**config.mk**
```make
export PLATFORM = sky130hd
export DESIGN_NAME = sync_fifo_ctrl
export DESIGN_NICKNAME = d
export VERILOG_FILES = /design/src/rtl/sync_fifo_ctrl.sv
export SDC_FILE = /design/constraint.sdc
export NUM_CORES = 1
export LEC_CHECK = 0
export BUFFER_PORTS_ARGS = -buffer_cell sky130_fd_sc_hd__clkbuf_2
export CAP_MARGIN = 40
export CORE_ASPECT_RATIO = 0.7
export CORE_MARGIN = 3
export CORE_UTILIZATION = 45
export DETAILED_ROUTE_END_ITERATION = 12
export GPL_TIMING_DRIVEN = 1
export HOLD_SLACK_MARGIN = 0.03
export PLACE_DENSITY = 0.76
export SETUP_SLACK_MARGIN = 0.5
export SLEW_MARGIN = 25
export SYNTH_ARGS = -nofsm -noshare
export SYNTH_HDL_FRONTEND = slang
export SYNTH_SLANG_ARGS = --single-unit
```
**constraint.sdc**
```tcl
create_clock -name clk -period 3.2 [get_ports clk]
set_input_delay 0.64 -clock clk [delete_from_list [all_inputs] [get_ports clk]]
set_output_delay 0.64 -clock clk [all_outputs]
set_load 0.005 [all_outputs]
```
**src/rtl/sync_fifo_ctrl.sv**
```systemverilog
// Purpose: synchronous FIFO controller driving an external dual-port RAM (port 0 writes, port 1 reads asynchronously).
// Latency: one cycle from an accepted rd_en to valid data_out; occupancy flags follow the registered count.
// Backpressure: writes are rejected while full and reads while empty, with one-cycle overflow/underflow pulses.
module sync_fifo_ctrl #(
    parameter int DATA_WIDTH = 8,
    parameter int ADDR_WIDTH = 8
) (
    input  logic                  clk,
    input  logic                  rst,
    input  logic                  wr_en,
    input  logic [DATA_WIDTH-1:0] data_in,
    input  logic                  rd_en,
    output logic [DATA_WIDTH-1:0] data_out,
    output logic                  full,
    output logic                  empty,
    output logic [ADDR_WIDTH:0]   count,
    output logic                  overflow,
    output logic                  underflow,
    output logic [ADDR_WIDTH-1:0] ram_address_0,
    output logic                  ram_cs_0,
    output logic                  ram_we_0,
    output logic                  ram_oe_0,
    output logic [DATA_WIDTH-1:0] ram_wdata,
    output logic [ADDR_WIDTH-1:0] ram_address_1,
    output logic                  ram_cs_1,
    output logic                  ram_we_1,
    output logic                  ram_oe_1,
    input  logic [DATA_WIDTH-1:0] ram_rdata
);

    // Occupancy value that means "every RAM word holds live data".
    localparam logic [ADDR_WIDTH:0] DEPTH_CNT = (ADDR_WIDTH+1)'(1) << ADDR_WIDTH;

    logic [ADDR_WIDTH-1:0] r_wr_ptr;
    logic [ADDR_WIDTH-1:0] r_rd_ptr;
    logic [ADDR_WIDTH:0]   r_count;
    logic [DATA_WIDTH-1:0] r_data_out;
    logic                  r_overflow;
    logic                  r_underflow;

    logic                  w_full;
    logic                  w_empty;
    logic                  w_wr_accept;
    logic                  w_rd_accept;

    // Flags come straight from the registered count, so accept decisions never loop back through the request inputs.
    always_comb begin
        w_full      = (r_count == DEPTH_CNT);
        w_empty     = (r_count == '0);
        // Full blocks writes even with a concurrent read so the RAM never sees a write and read on one address.
        w_wr_accept = wr_en && !w_full;
        // Empty blocks reads even with a concurrent write: there is no write-to-read bypass path.
        w_rd_accept = rd_en && !w_empty;
    end

    // Pointer, occupancy, read-data and error-pulse registers; reset wins over any request.
    always_ff @(posedge clk) begin
        if (rst) begin
            r_wr_ptr    <= '0;
            r_rd_ptr    <= '0;
            r_count     <= '0;
            r_data_out  <= '0;
            r_overflow  <= 1'b0;
            r_underflow <= 1'b0;
        end else begin
            // Pointers are exactly ADDR_WIDTH bits, so DEPTH-1 wraps to 0 by natural overflow.
            if (w_wr_accept) begin
                r_wr_ptr <= r_wr_ptr + 1'b1;
            end
            if (w_rd_accept) begin
                r_rd_ptr   <= r_rd_ptr + 1'b1;
                r_data_out <= ram_rdata;
            end
            unique case ({w_wr_accept, w_rd_accept})
                2'b10:   r_count <= r_count + 1'b1;
                2'b01:   r_count <= r_count - 1'b1;
                default: r_count <= r_count;
            endcase
            r_overflow  <= wr_en && w_full;
            r_underflow <= rd_en && w_empty;
        end
    end

    // RAM port wiring: port 0 writes only on accepted writes outside reset, port 1 is a permanently enabled read port.
    always_comb begin
        ram_address_0 = r_wr_ptr;
        ram_wdata     = data_in;
        ram_cs_0      = w_wr_accept && !rst;
        ram_we_0      = w_wr_accept && !rst;
        ram_oe_0      = 1'b0;
        ram_address_1 = r_rd_ptr;
        ram_cs_1      = 1'b1;
        ram_we_1      = 1'b0;
        ram_oe_1      = 1'b1;
    end

    assign data_out  = r_data_out;
    assign full      = w_full;
    assign empty     = w_empty;
    assign count     = r_count;
    assign overflow  = r_overflow;
    assign underflow = r_underflow;

endmodule
```
# ---- Yosys cells after proc, flatten, opt, wreduce, memory -nomap -nowiden
# Index checks and enable logic that the tools add are counted.
# Widths: inputs -> output; s select.
dict set report totals {
  regBits 35
  inputBits 20
  output_inout_bits 51
  word_cells 24
}
dict set report classes {
  n_addsub 4
  n_eq_ne 3
  mux 1
  reduce_logical 10
}
# operator n
set op_table {}
lappend op_table {{$pmux 9 s2} 1}
lappend op_table {{$add 8x1->8 const B} 2}
lappend op_table {{$add 9x1->9 const B} 1}
lappend op_table {{$eq 9x9->1 const B} 1}
lappend op_table {{$logic_not 9->1} 1}
lappend op_table {{$sub 9x1->9 const B} 1}
lappend op_table {{$logic_and 1x1->1} 5}
lappend op_table {{$logic_not 1->1} 3}
lappend op_table {{$eq 2x1->1 const B} 1}
lappend op_table {{$eq 2x2->1 const B} 1}
lappend op_table {{$reduce_bool 2->1} 1}

# ---- Depth between registers and ports, before layout
# Gate-level depths: netlist (run 1).
dict set report depth {
  word_depth 5
  ltp_mapped 12
  ltp_nobuf 11
}

# ---- Worst setup path after synthesis (run 1)
# OpenSTA, ideal clock, no wires.
dict set report synth_timing {
  path_type {in2reg}
  from {in rd_en}
  to {reg r_count[8] (netlist: count[8])}
  t_arrival_ns 2.932
  required_time_ns 3.077
  slack_ns 0.145
  path_stages 12
  n_path_buf 1
  cell_sequence {inv_1 -> a31o_4 -> inv_4 -> buf_4 -> ha_1 -> inv_1 -> fa_1 -> nand2b_1 -> a21oi_1 -> a21o_1 -> mux2i_1 -> mux2_1}
}
dict set report synth_between {
  elab_chain_cells 3
}
# item line_no
set synth_lines {}
lappend synth_lines {{start: declaration} 12} ;# input logic rd_en,
lappend synth_lines {{$logic_and 1x1->1 (*)} 53} ;# w_rd_accept = rd_en && !w_empty;
lappend synth_lines {{named net w_rd_accept} 44} ;# logic w_rd_accept;
lappend synth_lines {{$eq 2x1->1 / $eq 2x2->1 (equally long branches)} 74} ;# unique case ({w_wr_accept, w_rd_accept})
lappend synth_lines {{$pmux 9 s2 / $reduce_bool 2->1 (equally long branches)} n/a}
lappend synth_lines {{end signal: assignment} 75} ;# 2'b10: r_count <= r_count + 1'b1;
lappend synth_lines {{end signal: assignment} 76} ;# 2'b01: r_count <= r_count - 1'b1;
lappend synth_lines {{end signal: assignment} 77} ;# default: r_count <= r_count;
lappend synth_lines {{end: declaration} 36} ;# logic [ADDR_WIDTH:0] r_count;
# The timed path passes the listed nets; every way through them passes the cells marked *.
# A chain may end at the register's enable or synchronous reset.

# ---- Worst setup path after layout (run 1)
dict set report layout_timing {
  from {reg r_count[3] (netlist: count[3])}
  to {reg r_count[8] (netlist: count[8])}
}
dict set report layout_between {
  elab_chain_cells 5
}
# item
set layout_lines {}
lappend layout_lines {{parallel branches: the longest is 5 deep, another holds $sub 9x1->9}}
# Parallel ways; which one is timed is not known.

==> summary.txt, run 1 <==
Power and ir drop
  – Pwr/cell area: 915 nW/um^2
  – P_sw: between 0.0009 and 0.001 W
  – P_leak: 1.15 nW
  – PnR Total Power: 0.00233 W
  – Combinational Power Share: 0.535
  – Clock Power Share: 0.177
  – Pint: 0.00140 W
  – Reg power frac: 0.287
  – Sw Ratio: 0.398
  – Worst IR drop on VDD: 570 uV

Clock tree
  – Clock latency on the worst-skew pair: 0.29 ns
  – CTS Buffer Depth: 2
  – TritonCTS clock tree: yes
  – Clk root buf: clkbuf_8
  – CTS H-tree depth: 2
  – TritonCTS Sinks: 35
  – CTS buffer count: 5
  – Worst-path clk slew: 0.07 ns

Cells and area
  – Total Nets Final: 306
  – Commonest non-fill, non-tap cell in the layout: clkbuf_2
  – Diode count: 0
  – Design Area, Final: ~2500 sq um
  – Commonest cells after routing, fill and taps aside: clkbuf_2, nor2_1, dfxtp_1, nand2_1, buf_4
  – Share of post-route cells with drive strength above 1: 0.457
  – Area grow syn2layout: 28.4%
  – Final core utilization: 0.625

Synthesis
  – Post-synth EDFFs: 0
  – Avg Cell Area, Syn: 9.12 sq um
  – Synth cell types: 44
  – Synthesized area: 1980 sq um
  – Post-Syn Instances: 217
  – Top-area cell type share of the netlist area: 0.354
  – Register area share after synthesis: 0.354
  – Synth area leaders: dfxtp_1, ha_1, nor2_1
  – Largest area contributor in the netlist: dfxtp_1
  – Synth Register Bits: 35
  – Synth warn: 0
  – Ys flop type: dfxtp_1
  – Post-synthesis async set-or-reset flop share: 0

Timing
  – Max Fclk: 367 MHz
  – Final setup margin: 0.478 ns
  – Clock Skews: between 0.007 and 0.008 ns
  – Slew Limit Fails: 0
  – Final hold violation count: 0
  – Final setup TNS: 0 ns
  – Period utilization: 0.851
  – Post-layout minimum cycle time: around 2.7 ns
  – Final setup fails: 0
  – RSZ-0062 raised after global routing: yes

Placed design
  – Hpwl dp: around 3.2 mm
  – Placed cell area: approximately 2200 sq um
  – Number of port buffers: 50
  – GPL Wtd Cong: 0.930
  – Worst slack at placement: 0.242 ns

Min path
  – Hold crit path type: flop to flop

Setup path
  – CP max stage cell: dfxtp_4
  – Arrival time worst endpoint: a little under 3 ns
  – Crit start category: flop
  – CP endpoint kind: flop
  – Crit-path cells: nor4_4 -> buf_4 -> a31o_4 -> inv_8 -> ha_4 -> buf_12 -> ha_4 -> a21o_1 -> a31o_2 -> a21o_1 -> mux2i_1 -> mux2_1
  – R2r setup slk: around 0.48 ns
  – CP peak stage delay: 0.36 ns
  – CP Class: flop to flop
  – Req. time, crit path: 3.37 ns
  – Critical Path Fanout Max: 5

Global routing
  – Initial antenna violation count: 0
  – Congestion Overflow GR: 0
  – Vias in the first global route: 1549
  – Largest net degree at the start of global routing: 25
  – Global-route wire length before repair: 7.34 mm
  – Total track usage: 0.180

Route
  – Vias per cell: 5.04
  – DR vias: 1652
  – WL per Instance: 14.2 um
  – Initial drt markers: 50
  – DRC: 0
  – Antenna viol nets, final: 0
  – Routed wire length: around 4.7 mm
  – Pre-antenna DRT Iters: 4

Floorplanning
  – Die area: 5240 sq um
  – Die Y: 61.5 um
  – Die width: 85.3 um
  – Row Count: 19
  – Initial core utilization: 0.487
  – I/O pin count: a little over 70
  – Core ar.: 4070 sq um

Outcome
  – Status: finished, final reports clean

Run
  – Max cap viols: 0
## area by class of cell
cell class                 count  area [sq um]
tap                           52          65.1
fill                         331          1520
timing repair buffer          70           417
sequential                    35           713
clock inverter                 2          35.0
multi-input combinational    154          1190
clock buffer                   6          82.6
inverter                       9          43.8
## timing repair
action,CTS,global route
gates resized for setup,12,3
endpoints found under the setup margin,4,3
hold buffers,0,0
buffers inserted,14,4
pin swaps,9,6
## power groups by stage
stage	sequential [W]	clock [W]	combinational [W]
after floorplan	0.000662	0	0.000776
after global placement	0.000673	0	0.000977
after detailed placement	0.000674	0	0.00100
after CTS	0.000665	0.000415	0.00119
after global routing	0.000681	0.000434	0.00136
final	0.000668	0.000413	0.00125
## flip-flops by register name, summed over array words and instances, names as in the netlist
name / flops
underflow: 1
ram_address_0: 8
count: 9
ram_address_1: 8
overflow: 1
data_out: 8
## path summary, 6_finish.rpt
kind                                                from                        to  cells after the start
worst max-delay path               count[3]$_SDFFE_PP0P_     count[8]$_SDFFE_PP0P_                     12
worst min-delay path            data_out[7]$_SDFFE_PP0P_  data_out[7]$_SDFFE_PP0P_                      2
worst max register to register     count[3]$_SDFFE_PP0P_     count[8]$_SDFFE_PP0P_                     12
worst min register to register  data_out[7]$_SDFFE_PP0P_  data_out[7]$_SDFFE_PP0P_                      2
## stage by stage
| stage | std cells | hold WS, ns |
|---|---|---|
| 6_report | 328 | 0.462 |
| 3_3_place_gp | 302 | 0.451 |
| 5_1_grt | 328 | 0.473 |
| 3_5_place_dp | 302 | 0.453 |
| 2_1_floorplan | 219 | 0.458 |
| 4_1_cts | 324 | 0.465 |
## logic make-up after synthesis
| logic type | Yosys count | share of synthesized area |
|---|---|---|
| buffers and inverters | 30 | 0.0942 |
| AND/OR/NAND/NOR | 84 | 0.238 |
| multiplexers | 5 | 0.0259 |
| other | 2 | 0.00379 |
| flip-flops | 35 | 0.354 |
| XOR/XNOR | 18 | 0.0796 |
| AO/OA/AOI/OAI | 32 | 0.131 |
| adder cells (fa/ha/maj) | 11 | 0.0733 |
## Yosys cell counts, types with 2 or more instances
| cell type | n |
|---|---|
| nor4_4 | 4 |
| inv_1 | 7 |
| mux2i_1 | 4 |
| nand2_2 | 9 |
| buf_1 | 2 |
| nor3_1 | 3 |
| clkbuf_1 | 4 |
| and3_1 | 2 |
| nand4_1 | 4 |
| ha_1 | 10 |
| nand2_1 | 22 |
| buf_4 | 14 |
| a21o_1 | 4 |
| dfxtp_1 | 35 |
| xor2_1 | 11 |
| xnor2_1 | 7 |
| conb_1 | 2 |
| inv_4 | 2 |
| a21oi_2 | 11 |
| a21oi_1 | 6 |
| nor2_1 | 29 |
| and4_1 | 2 |
| nor4_1 | 2 |
## critical path, delay by kind of cell, from the launching register on
| family | cells | cell delay, ns |
|---|---|---|
| AOI/OAI and AO/OA | 4 | 0.68 |
| adders and majority gates | 2 | 0.41 |
| buffers and inverters | 3 | 0.35 |
| DFF | 1 | 0.36 |
| muxes | 2 | 0.48 |
| and+or+nand+nor | 1 | 0.32 |
## metal layers
layer	global-route usage	routed length [um]	part of all wire	up-vias
li1	-	-	-	826
met1	0.239	2200	0.47	770
met2	0.292	2120	0.46	45
met3	0.0455	256	0.055	11
met4	0.0587	79	0.017	0
met5	0	0	0	-
No activity file was read; power rests on OpenSTA's default activity.
==> run 2, diff against run 1 <==
--- a/config.mk
+++ b/config.mk
@@ -7,3 +7,2 @@
 export LEC_CHECK = 0
-export BUFFER_PORTS_ARGS = -buffer_cell sky130_fd_sc_hd__clkbuf_2
 export CAP_MARGIN = 40
@@ -11,7 +10,8 @@
 export CORE_MARGIN = 3
-export CORE_UTILIZATION = 45
+export CORE_UTILIZATION = 56
 export DETAILED_ROUTE_END_ITERATION = 12
+export DONT_BUFFER_PORTS = 1
 export GPL_TIMING_DRIVEN = 1
 export HOLD_SLACK_MARGIN = 0.03
-export PLACE_DENSITY = 0.76
+export PLACE_DENSITY = 0.74
 export SETUP_SLACK_MARGIN = 0.5
==> constraint.sdc (replaced) <==
create_clock -name clk -period 3.2 [get_ports clk]
set_input_delay 0.8 -clock clk [delete_from_list [all_inputs] [get_ports clk]]
set_output_delay 0.8 -clock clk [all_outputs]
set_load 0.005 [all_outputs]
==> summary.txt, run 2 (same netlist as run 1, synthesis figures left out) <==
Cells and area
  – Area grow syn2layout: 15.4%
  – Commonest cells after routing, fill and taps aside: nor2_1, dfxtp_1, nand2_1, buf_4
  – Total Nets Final: 250 (-18%)
  – Diode count: 0 (unchanged)
  – Number of flip-flops in the largest register: 9 (unchanged)
  – Share of post-route cells with drive strength above 1: 0.341 (-0.116)
  – Cell Count, Final, Fillers Out: 267 (-19%)

Route
  – Initial drt markers: 67 (+34%)
  – DRC: 0 (unchanged)
  – DR vias: 1474 (-11%)
  – WL per Instance: 16.1 um (+13%)
  – Vias per cell: 5.52 (+9.6%)
  – Antenna viol nets, final: 0 (unchanged)
  – Routed wire length: 4.30 mm (-7.8%)
  – Pre-antenna DRT Iters: 4 (unchanged)

Clock tree
  – CTS H-tree depth: 2 (unchanged)
  – Worst-path clk slew: 0.07 ns (about the same)
  – Clk root buf: clkbuf_8
  – TritonCTS Sinks: 35 (unchanged)
  – CTS Buffer Depth: 2 (unchanged)
  – Clock latency on the worst-skew pair: 0.28 ns (about the same)
  – TritonCTS clock tree: yes
  – Hold buffer count at cts: 0 (unchanged)
  – CTS buffer count: 5 (unchanged)

Placed design
  – GPL Wtd Cong: 0.844 (-9.2%)
  – Worst slack at placement: 0.215 ns (-0.0265 ns)
  – Hpwl dp: 2.85 mm (-11%)
  – Number of port buffers: 0 (-100%)
  – Post-placement cell count: 247 (-18%)

Floorplanning
  – Initial core utilization: 0.604 (+0.117)
  – Die width: 77.1 um (-9.6%)
  – Die area: 4300 sq um (-18%)
  – Row Count: 17 (-2)
  – Core ar.: 3280 sq um (-19%)
  – I/O pin count: 71 (unchanged)
  – Die Y: 55.7 um (-9.4%)

Power and ir drop
  – PnR Total Power: 0.00212 W (-8.8%)
  – P_leak: 0.895 nW (-22%)
  – Pwr/cell area: 929 nW/um^2 (+1.5%)
  – Worst IR drop on VDD: 682 uV (+20%)

Timing
  – Clock Skews: 0.00678 ns (-0.000290 ns)
  – Final Hold Slack: 0.476 ns (+0.0138 ns)
  – Period utilization: 0.854 (+0.00359)
  – Final hold violation count: 0 (unchanged)
  – Final setup TNS: 0 ns (unchanged)
  – Final setup margin: 0.466 ns (-0.0115 ns)
  – Max Fclk: 366 MHz (-0.42%)
  – Slew Limit Fails: 0 (unchanged)
  – Post-layout minimum cycle time: 2.73 ns (+0.0115 ns)
  – Final setup fails: 0 (unchanged)
  – RSZ-0062 raised after global routing: yes

Setup path
  – R2r setup slk: 0.47 ns (about the same)
  – CP endpoint kind: flop
  – Critical Path Fanout Max: 6 (+1)
  – Arrival time worst endpoint: 2.94 ns (+0.05 ns)
  – Reg-to-Reg End: count[5]$_SDFFE_PP0P_
  – Crit start category: flop
  – Req. time, crit path: 3.41 ns (+0.04 ns)
  – RR Startpoint: count[7]$_SDFFE_PP0P_
  – CP Class: flop to flop
  – Reg2Reg Depth: 10 (-2)

Global routing
  – Congestion Overflow GR: 0 (unchanged)
  – Global-route wire length before repair: 6.85 mm (-6.7%)
  – Initial antenna violation count: 0 (unchanged)
  – Vias in the first global route: 1403 (-9.4%)
  – Met1 Usage GRT: 0.255 (+0.0161)
  – Total track usage: 0.197 (+0.0166)
  – GRT busiest layer: met2
  – Met2 Resource Use GR: 0.314 (+0.0219)
  – Met3 Usage GRT: 0.0680 (+0.0225)
  – Largest net degree at the start of global routing: 43 (+72%)

Min path
  – Hold Path Stages: 2 (unchanged)
  – Hold Startpoint: data_out[4]$_SDFFE_PP0P_
  – Min-Delay Endpoint: data_out[4]$_SDFFE_PP0P_
  – Hold crit path type: flop to flop

Run
  – Max cap viols: 0 (unchanged)

Outcome
  – Status: finished, final reports clean
==> run 2: cell count changes in the layout (fill, tap and decap cells not counted), moves of 2 or more <==
| cell | previous run | this run |
|---|---|---|
| dfxtp_2 | 4 | 2 |
| clkbuf_2 | 50 | 0 |
| buf_4 | 18 | 12 |
| dfxtp_4 | 2 | 5 |
| ha_4 | 5 | 7 |
==> run 2: power breakdown <==
| part | leakage (nW) | switching [W] | internal, W |
|---|---|---|---|
| registers | 0.289 | 0.000158 | 0.000549 |
| clock network | 0.0581 | 0.000158 | 0.000232 |
| logic | 0.547 | 0.000553 | 0.000471 |
==> run 2: repair_timing <==
action,CTS,global route
resized for setup,25,4
setup buffers,8,4
setup endpoints to repair,2,4
pin swaps,11,4
==> run 2: layout make-up <==
class / count / area [sq um]
clock buffers: 5 / 68.8
repair buffers: 14 / 113
well taps: 47 / 58.8
inverters: 9 / 51.3
multi-input cells: 154 / 1230
fillers: 269 / 992
flip-flops and latches: 35 / 722
clock inverters: 3 / 43.8
==> run 2: worst max-delay path by stage <==
stage                            endpoint  cells past startpoint  slack (ns)                   from
floorplan           count[8]$_SDFFE_PP0P_                     12        0.29                  rd_en
global placement    count[8]$_SDFFE_PP0P_                     11        0.31                  rd_en
detailed placement  count[8]$_SDFFE_PP0P_                     11        0.22                  rd_en
CTS                 count[8]$_SDFFE_PP0P_                     11        0.50  count[7]$_SDFFE_PP0P_
global route        count[5]$_SDFFE_PP0P_                     10        0.36  count[7]$_SDFFE_PP0P_
finish              count[5]$_SDFFE_PP0P_                     10        0.47  count[7]$_SDFFE_PP0P_
==> run 2: through the flow <==
step                cell area [sq um]  utilization
floorplan                        2030            -
global placement                 1950        0.597
detailed placement               1950        0.597
CTS                              2230        0.682
global route                     2280        0.697
finish                           2280        0.697
==> run 2: worst max-delay path: stages (launching register included) <==
cell and delay, ns:
dfxtp_4 0.38, nor4_4 0.39, a31o_4 0.25, inv_8 0.04, ha_4 0.19, ha_1 0.28
a21o_1 0.20, a21oi_2 0.18, o21ai_1 0.13, or4b_1 0.52, o211ai_1 0.10
==> run 2: metal layers <==
metal / vias up / share of wire
met3: 14 / 0.073
met2: 53 / 0.45
met4: 0 / 0.014
met1: 688 / 0.46
met5: - / 0
li1: 719 / -
==> run 3, diff against run 2 <==
Settings changed: CAP_MARGIN 40 to default, CORE_MARGIN 3 to default.
==> summary.txt, run 3 (same netlist as run 1, synthesis figures left out) <==
Clock tree
  – Clock latency on the worst-skew pair: 0.28 ns (about the same)
  – Clk root buf: clkbuf_8
  – TritonCTS Sinks: 35 (unchanged)
  – TritonCTS clock tree: yes
  – CTS buffer count: 5 (unchanged)
  – CTS H-tree depth: 2 (unchanged)
  – CTS Buffer Depth: 2 (unchanged)
  – Worst-path clk slew: 0.07 ns (about the same)

Route
  – Pre-antenna DRT Iters: 4 (unchanged)
  – WL per Instance: 15.5 um (-3.7%)
  – Max layer used: met4
  – DRC: 0 (unchanged)
  – DRT met1 WL: 1.87 mm (-5.7%)
  – Vias per cell: 5.47 (-0.92%)
  – Routed wire length: 4.13 mm (-4.1%)
  – Initial drt markers: 48 (-28%)
  – WL met3: 301 um (-4.4%)
  – DR vias: 1455 (-1.3%)
  – Antenna viol nets, final: 0 (unchanged)
  – Routed length on met2: 1.88 mm (-3.1%)

Global routing
  – Largest net degree at the start of global routing: 43 (unchanged)
  – Total track usage: 0.231 (+0.0345)
  – Vias in the first global route: 1406 (+0.21%)
  – Global-route wire length before repair: 6.58 mm (-3.9%)
  – Initial antenna violation count: 0 (unchanged)
  – Congestion Overflow GR: 0 (unchanged)

Setup path
  – R2r setup slk: 0.42 ns (-0.04 ns)
  – Reg2Reg Depth: 12 (+2)
  – CP dominant cell by count: inv_2
  – Crit-path cells: nor4_4 -> buf_4 -> a31oi_4 -> inv_2 -> ha_4 -> inv_2 -> fa_2 -> nand2b_4 -> a21oi_4 -> a21o_1 -> mux2i_1 -> mux2_1
  – Req. time, crit path: 3.37 ns (-0.04 ns)
  – CP peak stage delay: 0.37 ns (-0.15 ns)
  – Arrival time worst endpoint: 2.95 ns (about the same)
  – CP max stage cell: dfxtp_4
  – CP endpoint kind: flop
  – RR Startpoint: count[3]$_SDFFE_PP0P_
  – CP Class: flop to flop
  – CP top delay family: adder cells
  – Crit start category: flop
  – Reg-to-Reg End: count[8]$_SDFFE_PP0P_
  – CP Buf/Inv Count: 3 (+2)
  – Critical Path Fanout Max: 8 (+2)

Timing
  – Final Hold Slack: 0.477 ns (+0.000394 ns)
  – Clock Skews: 0.00356 ns (-0.00322 ns)
  – Final hold violation count: 0 (unchanged)
  – Final setup TNS: 0 ns (unchanged)
  – Final setup fails: 0 (unchanged)
  – Slew Limit Fails: 0 (unchanged)
  – RSZ-0062 raised after global routing: yes
  – Post-layout minimum cycle time: 2.78 ns (+0.0448 ns)
  – Period utilization: 0.868 (+0.0140)
  – Max Fclk: 360 MHz (-1.6%)

Power and ir drop
  – P_leak: 0.878 nW (-1.8%)
  – Pwr/cell area: 904 nW/um^2 (-2.7%)
  – Worst IR drop on VDD: 699 uV (+2.6%)

Floorplanning
  – Row Count: 17 (unchanged)
  – Die area: 3780 sq um (-12%)
  – Die width: 73.1 um (-5.2%)
  – I/O pin count: 71 (unchanged)
  – Die Y: 51.7 um (-7.2%)
  – Core ar.: 3250 sq um (-0.65%)
  – Initial core utilization: 0.608 (+0.00395)

Min path
  – Hold Startpoint: data_out[3]$_SDFFE_PP0P_
  – Hold Path Stages: 2 (unchanged)
  – Min-Delay Endpoint: data_out[3]$_SDFFE_PP0P_
  – Hold crit path type: flop to flop

Placed design
  – Number of port buffers: 0 (unchanged)
  – Hpwl dp: 2.84 mm (-0.32%)
  – GPL Wtd Cong: 0.796 (-5.7%)

Run
  – Max cap viols: 0 (unchanged)

Cells and area
  – Register Area: 728 sq um (+0.87%)
  – Share of post-route cells with drive strength above 1: 0.320 (-0.0213)
  – Commonest cells after routing, fill and taps aside: nor2_1, dfxtp_1, nand2_1, buf_4
  – Area occupied by multi-input gates: 1170 sq um (-4.5%)
  – Commonest non-fill, non-tap cell in the layout: nor2_1
  – Fill count: 249 (-7.4%)
  – Total Nets Final: 249 (-0.40%)
  – Area grow syn2layout: 10.6%
  – Diode count: 0 (unchanged)
  – Number of flip-flops in the largest register: 9 (unchanged)

Outcome
  – Status: finished, final reports clean
run 3: power breakdown:
group,internal (W),switching [W],total [W]
Sequential,0.000553,0.000151,0.000704
Clock,0.000149,0.000155,0.000304
Combinational,0.000447,0.000524,0.000971
Total,0.00115,0.000830,0.00198
run 3: metrics by stage:
step                cells  utilization  total power (W)  instance area (sq um)  setup slack [ns]
floorplan             219            -          0.00140                   2030             0.289
global placement      247        0.601          0.00148                   1950             0.307
detailed placement    247        0.601          0.00151                   1950             0.200
CTS                   262        0.663          0.00196                   2160             0.454
global route          266        0.672          0.00212                   2190             0.270
finish                266        0.672          0.00198                   2190             0.422
run 3: final cells by class:
cell class / count / area share
timing repair buffer: 13 / 0.0446
clock buffer: 5 / 0.0314
clock inverter: 3 / 0.00686
inverter: 9 / 0.0223
sequential: 35 / 0.333
multi-input combinational: 154 / 0.535
tap: 47 / 0.0269
run 3: worst min-delay path, stage by stage (launching register included):
cell and delay [ns]:
dfxtp_1 0.33, nand2_2 0.06, a21oi_2 0.04
run 3: worst max-delay path by stage:
stage                             to                  start  slack [ns]  cells past startpoint
3_3_place_gp   count[8]$_SDFFE_PP0P_                  rd_en        0.31                     11
4_1_cts        count[8]$_SDFFE_PP0P_  count[7]$_SDFFE_PP0P_        0.45                     12
3_5_place_dp   count[8]$_SDFFE_PP0P_                  rd_en        0.20                     11
5_1_grt        count[8]$_SDFFE_PP0P_  count[3]$_SDFFE_PP0P_        0.27                     12
2_1_floorplan  count[8]$_SDFFE_PP0P_                  rd_en        0.29                     12
6_report       count[8]$_SDFFE_PP0P_  count[3]$_SDFFE_PP0P_        0.42                     12
run 3: layer usage:
metal	global-route usage	vias to the layer above
met4	0.0980	0
met3	0.0698	12
met5	0	-
met1	0.284	665
met2	0.378	59
li1	-	719
run 3: timing repair:
action                     CTS  global route
setup endpoints to repair    3             3
buffers inserted             7             4
hold buffers                 0             0
pin swaps                   10             5
resized for setup           19             0
